==> src/rtl/fetch_unit.sv <==
// Instruction fetch stage: drives the mainMem read port from the PC, tracks read latency,
// and buffers returned words with their PCs in a small FIFO for decode.
module fetch_unit #(
  parameter logic [0:31] START_ADDRESS = 32'h80020000,
  parameter int          READ_LATENCY  = 2,
  parameter int          FIFO_DEPTH    = 4
) (
  input  logic        clock,
  input  logic        reset_n,
  output logic [0:31] mem_addr,
  output logic [0:31] mem_data_in,
  input  logic [0:31] mem_data_out,
  output logic [0:1]  mem_acc_size,
  output logic        mem_wren,
  input  logic        mem_busy,
  output logic        mem_enable,
  input  logic        redirect_valid,
  input  logic [0:31] redirect_pc,
  output logic        insn_valid,
  output logic [0:31] insn,
  output logic [0:31] insn_pc,
  input  logic        insn_ready
);

  localparam int AW = $clog2(FIFO_DEPTH);
  localparam int CW = AW + 1;
  localparam int SW = $clog2(FIFO_DEPTH + READ_LATENCY + 1);

  typedef enum logic {
    S_IDLE = 1'b0,
    S_RUN  = 1'b1
  } state_t;

  state_t      r_state;
  logic        r_mem_enable;
  logic [0:31] r_pc;
  logic        r_epoch;

  // Latency pipe: slot 0 is the newest read, slot READ_LATENCY-1 returns this edge.
  logic        r_pv  [READ_LATENCY];
  logic [0:31] r_ppc [READ_LATENCY];
  logic        r_pep [READ_LATENCY];
  logic        r_pfl [READ_LATENCY];

  logic [0:31]   r_fifo_insn [FIFO_DEPTH];
  logic [0:31]   r_fifo_pc   [FIFO_DEPTH];
  logic [AW-1:0] r_wr_ptr;
  logic [AW-1:0] r_rd_ptr;
  logic [CW-1:0] r_count;

  logic [SW-1:0] w_inflight;
  logic [SW-1:0] w_occupancy;
  logic          w_issue;
  logic          w_push;
  logic          w_pop;
  logic          w_unused;

  // Low two bits of the redirect target are always forced to zero.
  assign w_unused = &{1'b0, redirect_pc[30:31]};

  always_comb begin
    w_inflight = '0;
    for (int i = 0; i < READ_LATENCY; i++) begin
      w_inflight = w_inflight + SW'(r_pv[i]);
    end
  end

  assign w_occupancy = w_inflight + SW'(r_count);

  // A read is only issued when a FIFO slot is guaranteed for its return.
  assign w_issue = (r_state == S_RUN) && !mem_busy && !redirect_valid &&
                   (w_occupancy < SW'(FIFO_DEPTH));

  assign w_push = r_pv[READ_LATENCY-1] && !r_pfl[READ_LATENCY-1] &&
                  (r_pep[READ_LATENCY-1] == r_epoch);
  assign w_pop  = (r_count != '0) && insn_ready;

  always_ff @(posedge clock or negedge reset_n) begin
    if (!reset_n) begin
      r_state      <= S_IDLE;
      r_mem_enable <= 1'b0;
    end else begin
      case (r_state)
        S_IDLE: begin
          r_state      <= S_RUN;
          r_mem_enable <= 1'b1;
        end
        S_RUN: begin
          r_state      <= S_RUN;
          r_mem_enable <= 1'b1;
        end
        default: begin
          r_state      <= S_IDLE;
          r_mem_enable <= 1'b0;
        end
      endcase
    end
  end

  always_ff @(posedge clock or negedge reset_n) begin
    if (!reset_n) begin
      r_pc    <= START_ADDRESS;
      r_epoch <= 1'b0;
    end else if (redirect_valid) begin
      r_pc    <= {redirect_pc[0:29], 2'b00};
      r_epoch <= ~r_epoch;
    end else if (w_issue) begin
      r_pc    <= r_pc + 32'd4;
    end
  end

  // Entries already in flight at a redirect are marked so that an even number
  // of epoch toggles cannot make them look current again.
  always_ff @(posedge clock or negedge reset_n) begin
    if (!reset_n) begin
      for (int i = 0; i < READ_LATENCY; i++) begin
        r_pv[i]  <= 1'b0;
        r_ppc[i] <= '0;
        r_pep[i] <= 1'b0;
        r_pfl[i] <= 1'b0;
      end
    end else begin
      r_pv[0]  <= w_issue;
      r_ppc[0] <= r_pc;
      r_pep[0] <= r_epoch;
      r_pfl[0] <= 1'b0;
      for (int i = 1; i < READ_LATENCY; i++) begin
        r_pv[i]  <= r_pv[i-1];
        r_ppc[i] <= r_ppc[i-1];
        r_pep[i] <= r_pep[i-1];
        r_pfl[i] <= r_pfl[i-1] | redirect_valid;
      end
    end
  end

  always_ff @(posedge clock or negedge reset_n) begin
    if (!reset_n) begin
      for (int i = 0; i < FIFO_DEPTH; i++) begin
        r_fifo_insn[i] <= '0;
        r_fifo_pc[i]   <= '0;
      end
      r_wr_ptr <= '0;
      r_rd_ptr <= '0;
      r_count  <= '0;
    end else if (redirect_valid) begin
      r_wr_ptr <= '0;
      r_rd_ptr <= '0;
      r_count  <= '0;
    end else begin
      if (w_push) begin
        r_fifo_insn[r_wr_ptr] <= mem_data_out;
        r_fifo_pc[r_wr_ptr]   <= r_ppc[READ_LATENCY-1];
        r_wr_ptr              <= r_wr_ptr + 1'b1;
      end
      if (w_pop) begin
        r_rd_ptr <= r_rd_ptr + 1'b1;
      end
      r_count <= r_count + CW'(w_push) - CW'(w_pop);
    end
  end

  a_no_overflow : assert property (@(posedge clock) disable iff (!reset_n)
    !(!redirect_valid && w_push && !w_pop && (r_count == CW'(FIFO_DEPTH))));

  assign mem_addr     = r_pc;
  assign mem_data_in  = '0;
  assign mem_acc_size = 2'b00;
  assign mem_wren     = 1'b0;
  assign mem_enable   = r_mem_enable;

  assign insn_valid = (r_count != '0);
  assign insn       = insn_valid ? r_fifo_insn[r_rd_ptr] : '0;
  assign insn_pc    = insn_valid ? r_fifo_pc[r_rd_ptr] : '0;

endmodule

==> config.mk <==
export PLATFORM = sky130hd
export DESIGN_NAME = fetch_unit
export DESIGN_NICKNAME = d
export VERILOG_FILES = /design/src/rtl/fetch_unit.sv
export SDC_FILE = /design/constraint.sdc
export NUM_CORES = 1
export LEC_CHECK = 0
export ABC_CLOCK_PERIOD_IN_PS = 2300
export BUFFER_PORTS_ARGS = -buffer_cell sky130_fd_sc_hd__buf_2
export CORE_ASPECT_RATIO = 1.1
export CORE_MARGIN = 2
export CORE_UTILIZATION = 45
export CTS_CLUSTER_SIZE = 30
export DETAILED_ROUTE_END_ITERATION = 10
export GPL_ROUTABILITY_DRIVEN = 0
export HOLD_SLACK_MARGIN = 0.08
export PLACE_DENSITY = 0.67
export SETUP_SLACK_MARGIN = 0.15
export SLEW_MARGIN = 15
export SYNTH_ARGS = -nofsm -noshare
export SYNTH_HDL_FRONTEND = slang
export SYNTH_SLANG_ARGS = --single-unit
==> constraint.sdc <==
create_clock -name clock -period 2.3 [get_ports clock]
set_input_delay 0 -clock clock [delete_from_list [all_inputs] [get_ports clock]]
set_output_delay 0 -clock clock [all_outputs]
set_load 0.02 [all_outputs]
-- Word-level counts from Yosys, hierarchy flattened
Index checks and enable logic that the tools add are counted.
- output and inout port bits: 133
- register bits: 366
- logic and storage cells: 71
- reductions and logical operators: 15
- $lt $le $gt $ge: 4
- bitwise gates (word level): 4
- $add $sub $neg: 7
- multiplexer cells: 19
- eq/ne operators: 1
- operator list (cell ; count):
    two-way mux 32 bit ; 9
    bitwise mux 128 bit ; 2
    binary-select mux 32 bit (select 2 bit) ; 2
    demux 32 bit (select 2 bit) ; 1
    adder 32 x 3 -> 32 bit, second input constant ; 1
    two-way mux 2 bit ; 4
    logical AND 1 bit ; 7
    >= comparator 3 bit, second input constant ; 2
    NOT 2 -> 3 bit ; 2
    nonzero test 2 bit ; 3
    adder 2 x 1 -> 2 bit, second input constant ; 2
    adder 2 x 3 -> 3 bit ; 1
    adder 3 x 1 -> 3 bit ; 1
    zero test 1 bit ; 3
    < comparator 3 x 1 -> 1 bit, second input constant ; 1
    < comparator 3 bit, second input constant ; 1
    two-way mux 3 bit ; 1
    nonzero test 3 bit ; 1
    subtractor 3 x 1 -> 3 bit ; 1
    adder 1 x 1 -> 2 bit ; 1
    NOT 1 bit ; 2
    AND reduction 2 bit ; 1
    == test 1 bit ; 1

-- Depth between registers and ports, before layout
- word-level depth: 6
- gate-level depth with buffers: 10
- mapped depth without buffers: 10

-- Worst setup path before layout
Ideal clock, no wire load.
- path type: register to register
- from: register r_count[1]
- to: register r_count[2]
- period minus slack after synthesis: 2.340 ns
- buffers on the path: 1
- setup time: 0.132 ns
- arrival time: 2.208 ns
- cell stages (with the launch flop): 11
- setup slack: -0.040 ns
- cell sequence: dfrtp_1 > or3_1 > clkbuf_1 > and2_1 > ha_1 > inv_1 > ha_1 > inv_1 > fa_1 > xnor2_1 > nor2_1
- cells in the longest elaborated chain, start to end: 4
- elaborated cells between the ends (all ways): 5
- RTL lines (item ; RTL line ; text):
    start: declaration ; 49 ; logic [CW-1:0] r_count;
    start signal: assignment ; 158 ; r_count <= r_count + CW'(w_push) - CW'(w_pop);
    parallel branches: the longest is 2 deep, another holds adder 3 x 1 -> 3 bit ; n/a ;
    subtractor 3 x 1 -> 3 bit (*) ; 158 ;
    two-way mux 3 bit (*) ; 145 ; end else if (redirect_valid) begin
Mark *: on every way between the ends.
A chain may end at the register's enable or synchronous reset.

-- Worst setup path in the final report
- from: register r_count[0]
- to: register r_pc, in the netlist mem_addr[21]
- cells in the longest elaborated chain, start to end: 4
- RTL lines (item ; RTL line ; text):
    adder 2 x 3 -> 3 bit ; 68 ; assign w_occupancy = w_inflight + SW'(r_count);
    < comparator 3 bit ; 72 ; (w_occupancy < SW'(FIFO_DEPTH));
    logical AND 1 bit ; 71 ; assign w_issue = (r_state == S_RUN) && !mem_busy && !redirect_valid &&
    nonzero test 2 bit (no line) ; n/a ;
    end signal: assignment ; 105 ; r_pc <= {redirect_pc[0:29], 2'b00};
    end signal: assignment ; 108 ; r_pc <= r_pc + 32'd4;
    end: declaration ; 36 ; logic [0:31] r_pc;
Every way passes these cells.

==> flow_metrics.py <==
metrics = {
    "cells_and_area": {
        "fin_nets": 1407,
        "layout_commonest_cell": "dfrtp_1",
        "drive_above_1_share_pct": 49.59,
        "mostFrequentLayoutCells": "347 x dfrtp_1, 248 x mux2_2, 118 x buf_2, 72 x dlygate4sd3_1, 62 x mux4_2",
        "syn_to_final_growth_pct": 28.50,
        "antenna_cells": 0,
        "seq_area_um2": 8820,
        "multi_input_area_um2": 6400,
        "fin_util_pct": 58.52,
        "nFillCells": 2640,
        "fin_area_um2": 19910,
        "fin_cells": 1795,
    },
    "place": {
        "port_buffers": 160,
        "dp_hpwl_mm": 21.34,
        "dp_cells": 1635,
        "postPlaceCellArea_um2": 17040,
    },
    "sta": {
        "period_share_pct": 95.08,
        "hold_viol_final": 0,
        "final-setup-viol-count": 0,
        "clock_skew_ps": 13.67,
        "tns_ps": 0,
        "fin_crit_ps": 2187,
        "worstMarginPinSlew_ps": 518.8,
        "slew_viol_final": 0,
        "rsz0062_at_grt": "true",
        "slew_headroom_pct": 65.09,
        "fmax_mhz": 457.3,
    },
    "power": {
        "peakVddDrop_uv": 633.3,
        "power_uw": 19630,
        "pwr-share-comb_pct": 29.6,
        "p_leak_uw": 0.009323,
        "p_seq_share_pct": 37.6,
        "netSwitchingFraction_pct": 28.24,
        "cellInternalPower_uw": 14090,
        "p_per_area_nw_per_um2": 986.0,
        "p_clk_share_pct": 32.8,
        "switching_power_uw": 5543,
    },
    "floorplan": {
        "fp.dieH_um": 198.6,
        "ios": 202,
        "dieArea_um2": 35940,
        "die_w_um": 180.9,
        "initial_core_util_pct": 45.54,
        "coreArea_um2": 34020,
        "core.rowCount": 71,
    },
    "grt": {
        "grt_start_max_net_pins": 86,
        "grtUsageTotal_pct": 19.74,
        "grt_pass1_vias": 10303,
        "gr-total-overflow": 0,
        "antenna_found_initial": 0,
        "grt_pass1_wl_mm": 56.19,
    },
    "flow_run": {
        "cap_violations": 0,
    },
    "detailed_routing": {
        "wl_per_cell_um": 19.97,
        "final_antenna_net_count": 0,
        "drc_errors": 0,
        "totalWireLength_mm": 35.85,
        "dr.first_iter.drc_count": 469,
        "wl_met3_mm": 1.611,
        "vias_per_cell": 5.445,
        "wl_met2_mm": 18.06,
        "drt-pass1-iter-count": 4,
        "wl_met1_mm": 15.29,
        "vias": 9773,
        "maxUsedRoutingLayer": "met4",
    },
    "setup_path": {
        "critPathRequiredTime_ps": 2750,
        "critical_path_peak_fanout": 7,
        "crit_buf_inv": 2,
        "crit_path_start_kind": "register",
        "crit_chain": "ha_1, a21o_1, a221o_1, buf_12, buf_4, or4_1, nand3_1",
        "endpoint_kind": "register",
        "cp.arrival_ps": 2640,
        "cpMaxStageDelayCell": "or4_1",
        "crit_family": "compound AO/OA/AOI/OAI gates",
        "crit_type": "register to register",
        "max_stage_delay_ps": 460,
    },
    "synthesis": {
        "ys_ff_latch": 352,
        "synth.distinct_cells": 53,
        "synthCells": 1060,
        "synthArstFlopShare_pct": 100.0,
        "yosysSeqAreaShare_pct": 56.86,
        "synth_area_um2": 15490,
        "synth_edf_count": 0,
        "ys.flop_type": "dfrtp_1",
        "synth.avg_cell_area_um2": 14.62,
        "ys_warn_count": 0,
    },
    "run_status": {
        "status": "finished, final reports clean",
    },
    "min_path": {
        "min_path_type": "input pin to register",
    },
    "clock_tree": {
        "clkLatencyLatePin_ps": 520,
        "cts_buffers": 38,
        "htree_levels": 2,
        "cts_sinks": 352,
        "clock_path_buffers": 3,
        "cts_root_buf": "clkbuf_16",
        "cts.clk_slew.worst_paths_ps": 60,
        "cts_tree": "done",
    },
}
==> what timing repair did <==
item,in CTS,in global routing
gates resized for setup,8,145
pin swaps,3,20
hold buffers,72,0
gates cloned,1,8
buffers inserted,6,5
setup endpoints to repair,68,73
hold endpoints to repair,511,0
==> final timing paths <==
kind / from / end / slack, ps / depth (start not counted)
setup / recovery: r_count[0] / mem_addr[21] / 110 / 7
hold / removal: redirect_pc[21] / mem_addr[21] / 240 / 4
setup reg to reg: r_count[0] / mem_addr[21] / 110 / 7
hold reg to reg: r_ppc[60] / r_ppc[28] / 350 / 0
max in group asynchronous: reset_n / r_fifo_insn[4] / 930 / 4
min in group asynchronous: reset_n / mem_addr[24] / 550 / 3
==> layout make-up <==
cell class | instances | share of cell area (%)
Clock buffer | 59 | 5.832
Clock inverter | 9 | 0.8735
Tap cell | 438 | 2.752
Sequential cell | 352 | 44.30
Timing Repair Buffer | 299 | 13.97
Inverter | 7 | 0.1320
Multi-Input combinational cell | 631 | 32.14
==> registers in the layout, summed over array words and instances (netlist names) <==
register	count
r_wr_ptr	2
r_rd_ptr	2
r_fifo_pc	120
r_epoch	1
r_ppc	60
r_pep	2
mem_addr	30
mem_enable	1
r_pv	2
r_pfl	1
r_count	3
r_fifo_insn	128
==> routing by layer <==
layer  vias to the layer above  track usage, %
met5                         -               0
met4                         0           6.392
met3                        60           3.588
met2                       269           33.83
met1                      5107           25.55
li1                       4337               -
==> Yosys cell counts, types with 9 or more instances <==
| master | number | area share [%] |
|---|---|---|
| dfrtp_1 | 350 | 57 |
| mux2_2 | 248 | 18 |
| and2_1 | 69 | 2.8 |
| mux4_2 | 62 | 9.0 |
| buf_4 | 39 | 1.9 |
| buf_2 | 36 | 1.2 |
| clkbuf_1 | 29 | 0.70 |
| nor2_1 | 24 | 0.58 |
| nand2_1 | 23 | 0.56 |
| nand3_1 | 22 | 0.71 |
| or4_1 | 17 | 0.82 |
| nor2b_1 | 10 | 0.40 |
| a31oi_1 | 9 | 0.36 |
| o211ai_1 | 9 | 0.44 |
==> worst min-delay path, cell delays in order <==
cell	delay (ps)
dlygate4sd3_1	520
buf_2	90
nand2_1	40
nand3_1	60
==> power groups by stage <==
stage | registers (µW) | logic (µW) | clock network [µW]
4_1_cts | 7380 | 4970 | 6590
5_1_grt | 7470 | 6230 | 6870
3_5_place_dp | 7520 | 4580 | 0
2_1_floorplan | 7380 | 3130 | 0
3_3_place_gp | 7480 | 4530 | 0
6_report | 7380 | 5810 | 6440
==> cells by family after synthesis <==
group | synth area share, %
other | 0.04847
adder cells (fa/ha/maj) | 0.7752
flip-flops | 56.86
buffers and inverters | 4.078
AND/OR/NAND/NOR | 7.663
XOR/XNOR | 0.4521
multiplexers | 27.16
AO/OA/AOI/OAI | 2.955
==> per-stage QoR <==
step / worst slack (ps) / hold slack, ps
2_1_floorplan: 147.1 / -295.6
3_3_place_gp: 149.9 / -33.07
3_5_place_dp: 110.3 / -29.31
4_1_cts: 77.14 / 206.8
5_1_grt: 49.17 / 239.4
6_report: 113.1 / 236.4
Note: power is estimated with default switching activity, not from simulation.
